===== config.mk =====
export PLATFORM = sky130hd
export DESIGN_NAME = float_to_linear_decoder
export DESIGN_NICKNAME = d
export VERILOG_FILES = /design/src/rtl/float_to_linear_decoder.sv
export SDC_FILE = /design/constraint.sdc
export NUM_CORES = 1
export LEC_CHECK = 0
export ABC_AREA = 1
export BUFFER_PORTS_ARGS = -buffer_cell sky130_fd_sc_hd__buf_2
export CAP_MARGIN = 20
export CORE_MARGIN = 3
export CORE_UTILIZATION = 28
export CTS_CLUSTER_SIZE = 40
export DETAILED_ROUTE_END_ITERATION = 7
export PLACE_DENSITY = 0.43
export SYNTH_ARGS = -nofsm -noshare
export SYNTH_HDL_FRONTEND = slang
export SYNTH_SLANG_ARGS = --single-unit

===== constraint.sdc =====
create_clock -name clk -period 2.4 [get_ports clk]
set_input_delay 0.36 -clock clk [delete_from_list [all_inputs] [get_ports clk]]
set_output_delay 0.36 -clock clk [all_outputs]
set_load 0.01 [all_outputs]

===== src/rtl/float_to_linear_decoder.sv =====
// Expands a compact float sample {S, E, F} to a two's-complement linear value, one shift per clock.
// Optional build macro ROUND_MID_EN: reconstruct the quantisation-interval midpoint before negation.
module float_to_linear_decoder #(
    parameter int EXP_W  = 3,
    parameter int MANT_W = 4,
    parameter int OUT_W  = 12
) (
    input  logic              clk,
    input  logic              rst,
    input  logic              in_valid,
    output logic              in_ready,
    input  logic              S,
    input  logic [EXP_W-1:0]  E,
    input  logic [MANT_W-1:0] F,
    output logic              out_valid,
    input  logic              out_ready,
    output logic [OUT_W-1:0]  D
);

    localparam int MAG_W  = OUT_W - 1;
    localparam int SEXP_W = EXP_W + 1;

    typedef enum logic [1:0] {
        IDLE   = 2'd0,
        SHIFT  = 2'd1,
        NEGATE = 2'd2,
        DONE   = 2'd3
    } state_t;

    state_t                   state;
    state_t                   state_next;
    logic                     sign_q;
    logic [MAG_W-1:0]         mag_q;
    logic [EXP_W-1:0]         cnt_q;
    logic signed [OUT_W-1:0]  d_q;
    logic                     out_valid_q;
    logic [MAG_W-1:0]         mag_final;

    // Midpoint of the interval covered by the shifted-out bits; zero magnitude stays exactly zero.
    function automatic logic [MAG_W-1:0] add_midpoint(input logic [MAG_W-1:0] m,
                                                      input logic [SEXP_W-1:0] e);
        logic [MAG_W-1:0] mid;
        mid = '0;
        if (e != '0 && m != '0)
            mid = MAG_W'(1) << (e - SEXP_W'(1));
        return m | mid;
    endfunction

    function automatic logic signed [OUT_W-1:0] apply_sign(input logic s,
                                                           input logic [MAG_W-1:0] m);
        logic signed [OUT_W-1:0] ext;
        ext = signed'({1'b0, m});
        return s ? -ext : ext;
    endfunction

`ifdef ROUND_MID_EN
    logic [SEXP_W-1:0] exp_q;

    always_ff @(posedge clk or posedge rst) begin
        if (rst)
            exp_q <= '0;
        else if (state == IDLE && in_valid)
            exp_q <= SEXP_W'(E);
    end

    assign mag_final = add_midpoint(mag_q, exp_q);
`else
    assign mag_final = mag_q;
`endif

    assign in_ready  = (state == IDLE);
    assign out_valid = out_valid_q;
    assign D         = d_q;

    always_ff @(posedge clk or posedge rst) begin
        if (rst)
            state <= IDLE;
        else
            state <= state_next;
    end

    always_comb begin
        state_next = state;
        case (state)
            IDLE:   if (in_valid) state_next = (E != '0) ? SHIFT : NEGATE;
            SHIFT:  if (cnt_q == EXP_W'(1)) state_next = NEGATE;
            NEGATE: state_next = DONE;
            DONE:   if (out_valid_q && out_ready) state_next = IDLE;
            default: state_next = IDLE;
        endcase
    end

    // Datapath: capture in IDLE, shift per clock, sign-apply once, then hold until consumed.
    always_ff @(posedge clk or posedge rst) begin
        if (rst) begin
            sign_q      <= 1'b0;
            mag_q       <= '0;
            cnt_q       <= '0;
            d_q         <= '0;
            out_valid_q <= 1'b0;
        end else begin
            case (state)
                IDLE: begin
                    if (in_valid) begin
                        sign_q <= S;
                        mag_q  <= MAG_W'(F);
                        cnt_q  <= E;
                    end
                end
                SHIFT: begin
                    mag_q <= mag_q << 1;
                    cnt_q <= cnt_q - EXP_W'(1);
                end
                NEGATE: begin
                    d_q         <= apply_sign(sign_q, mag_final);
                    out_valid_q <= 1'b1;
                end
                DONE: begin
                    if (out_ready)
                        out_valid_q <= 1'b0;
                end
                default: ;
            endcase
        end
    end

endmodule


==> results.txt <==
Setup violations remaining at the end of the flow were counted as 0. In the routed layout, each cell is associated on average with a via count of about 4.6. The net switching power figure came out at 1230 µW.

The worst setup path is launched from a register. The number of synthesized register bits is 30. In the final layout, the share of cells above drive strength 1 is 0.198.

The overall die area came out at 6740 µm². After clock tree synthesis, the clock-pin slew on the worst setup and hold paths is approximately 70 ps. The combinational share of power is 0.497. The layout overhead on the synthesized area is 16.8%. The number of failing hold endpoints at the final stage came out at 0. The setup slack of the worst register-to-register path is 500 ps. Row generation in the floorplan step produced 27 rows.

The number of instances resized during post-cts repair came out at 0. The number of sinks driven by the clock tree is 30. The die height came out at between 80 and 90 µm. Of the total power, the share spent switching nets is 0.451.

The number of nets in the final layout is about 240. The number of clock buffers inserted by TritonCTS came out at 5. The die outline width came out at 82.1 µm. At the pin with the least slew margin, the transition time is 576 ps. The static power due to leakage came out at approximately 0.00095 µW. The highest attainable clock frequency came out at about 530 MHz. The post-CTS setup buffer count came out at 0. The worst setup path is captured at a register. The maximum resistive drop on vdd is around 0.43 mV. The number of maximum-capacitance constraint violations is 0. The first-iteration detailed-routing DRC count came out at 57. The worst setup path is of the reg2reg kind. The setup skew after layout came out at roughly 1.4 ps. The cell count of the worst reg-to-reg path came out at 6. The maximum clock path buffer count came out at 2. Wires add up to between 3 and 4 mm. The insertion delay of the later-clocked pin in the worst-skew pair came out at 290 ps. The routability-driven placement congestion ratio came out at around 0.76. The part of the total power dissipated in the clock network is 0.159.

The number of antenna violations at the first check in global routing is 0. Of the synthesized area, sequential elements account for 0.463. The flow ran to the end, and the final reports show no timing, DRC or antenna violations. The instance count after placement with tap cells included came out at ~290. The worst register-to-register path ends at cnt_q[2].

The reg-to-reg startpoint is state[1]. The clock tree synthesis step divided the H-tree into 2 levels. Synthesis produced 193 cells. The type of the most critical hold path is in2async. The remaining antenna violation count came out at 0. The share of power burned in registers came out at 0.343.

The root buffer cell chosen for the clock tree is clkbuf_8. The cell internal power dissipation came out at roughly 1500 µW. The count of placed standard cells in the final layout, fillers left out is ~300.

The total core area is about 5500 µm². For this run, the number of Yosys warnings is 0. The mapped netlist covers between 1500 and 2000 µm².

The largest total area in the synthesized netlist belongs to dfrtp_1. The data required time at the worst endpoint came out at about 2600 ps. The net count after synthesis came out at 213. The number of distinct library cells after synthesis came out at 25. The met1 usage came out at 0.161. Power spread over the standard cell area amounts to between 1000 and 1500 nW/µm². The clock tree from TritonCTS is built.

The synthesized area per cell is approximately 8.4 µm². For this run, global-route usage on met3 was measured as 0.0329. For this run, global-route usage on met2 was measured as 0.206. Of all nets on the critical path, the largest fanout is 21.

The maximum number of pins on one net before global-route repair is 31. The global-route total usage across every layer came out at 0.129. The relative slew slack is 0.615.

During I/O placement, the number of pins put on the boundary was 26. The via count of the first global-routing pass came out at approximately 1,300. The post-detailed-placement half-perimeter wirelength came out at 2.60 mm. The aggregate global routing overflow came out at 0.

The count of buffers added on input and output ports is 25. In this run, post-CTS hold repair placed 0 buffers. Setup repair after global routing left no endpoint under its margin. The detail-routed net length per standard cell came out at roughly 12 µm. The first global-routing pass estimated approximately 6.4 mm of wire. The starting utilization of the core area came out at 0.292. The routed layout has approximately 1,300 vias. The share of the synthesized area in the top cell type is 0.463. The fraction of the cycle the final worst path needs is 0.792. Data on the critical path arrives at its endpoint at ~2100 ps. For the final routed database, the setup TNS stands at 0 ps. The remaining design rule violation count came out at 0. The total iterations of the first detailed-routing run is 4. The shortest period the worst path allows is approximately 1900 ps. Sorting the synthesized cells by area gives the leading types as dfrtp_1 (46%), nand2_1 (12%), ha_1 (6.2%). The max-slew violation total from the final report came out at 0. The most crowded layer after global routing is met2. The repair_antennas step left the layout with diodes totalling 0.
[synthesized netlist by cell type, drive strengths merged]
cell type	n
or2	2
ha	8
a21oi	5
o211ai	2
buf	6
o21ai	18
dfrtp	30
nor3	1
o2bb2ai	1
inv	22
nand2	51
a31oi	2
nor2	15
xor2	4
o22ai	8
nand3	17
mux2	1
[registers in the layout (all words and copies together) (netlist names)]
signal     count
sign_q         1
D             12
state          2
mag_final     11
out_valid      1
cnt_q          3
[through the flow]
step	utilization	area, µm²	total power (µW)	hold slack (ps)	setup slack (ps)
after floorplan	-	1620	2000	451	987
after global placement	0.325	1800	2330	463	590
after detailed placement	0.325	1800	2320	462	482
after CTS	0.341	1890	2780	152	493
after global routing	0.341	1890	3040	182	336
final	0.341	1890	2730	137	499
[worst max path at each step]
stage,startpoint,to,cells after the start
6_report,state[1],cnt_q[2],6
2_1_floorplan,state[0],mag_final[5],5
3_3_place_gp,state[1],cnt_q[2],6
3_5_place_dp,state[1],cnt_q[2],6
5_1_grt,state[1],cnt_q[2],6
4_1_cts,state[1],cnt_q[2],6
[cell usage in the layout (no fill, tap or decap), types with 2 or more instances in the layout]
cell / synthesis / final
nand2_1: 50 / 50
nor2_2: 2 / 2
nand3_1: 17 / 17
o21ai_1: 3 / 3
inv_1: 21 / 21
xor2_1: 4 / 4
a21oi_1: 5 / 5
buf_4: 3 / 2
dfrtp_1: 30 / 30
o22ai_1: 8 / 8
a31oi_2: 2 / 2
buf_2: 1 / 25
o211ai_1: 2 / 2
o21ai_0: 14 / 14
nor2_1: 13 / 13
ha_1: 8 / 8
clkbuf_8: 0 / 6
[cells by family (layout without fill, tap and decap cells)]
family,after synthesis,count (layout),synth area share
AND/OR/NAND/NOR,86,86,0.224
XOR/XNOR,4,4,0.0216
buffers and inverters,28,57,0.0834
adder cells (fa/ha/maj),8,8,0.0618
AO/OA/AOI/OAI,36,36,0.139
multiplexers,1,1,0.00695
flip-flops,30,30,0.463
[layout make-up]
cell class	count	area (µm²)
Clock inverter	1	5.00
Sequential cell	30	751
Inverter	22	85.1
Timing Repair Buffer	27	140
Clock buffer	7	86.3
Tap cell	72	90.1
Fill cell	601	3650
Multi-Input combinational cell	135	734
[per-layer routing]
layer | part of all wire | routed length [µm] | vias up
met3 | 0.041 | 149 | 7
met4 | 0.023 | 84 | 0
li1 | - | - | 683
met1 | 0.47 | 1710 | 625
met2 | 0.47 | 1730 | 27
met5 | 0 | 0 | -
[power by group through the flow]
stage               Combinational (µW)  Sequential (µW)  Clock, µW
finish                            1360              936        434
global route                      1580              978        477
CTS                               1380              942        453
floorplan                         1060              945          0
detailed placement                1370              950          0
global placement                  1380              951          0
[worst max-delay path, stage by stage (launching register included)]
cell and delay, ps:
dfrtp_1 400, inv_1 120, ha_1 380, inv_4 100
o21ai_4 480, o21ai_0 180, o22ai_1 150
No activity file was read; power rests on OpenSTA's default activity.
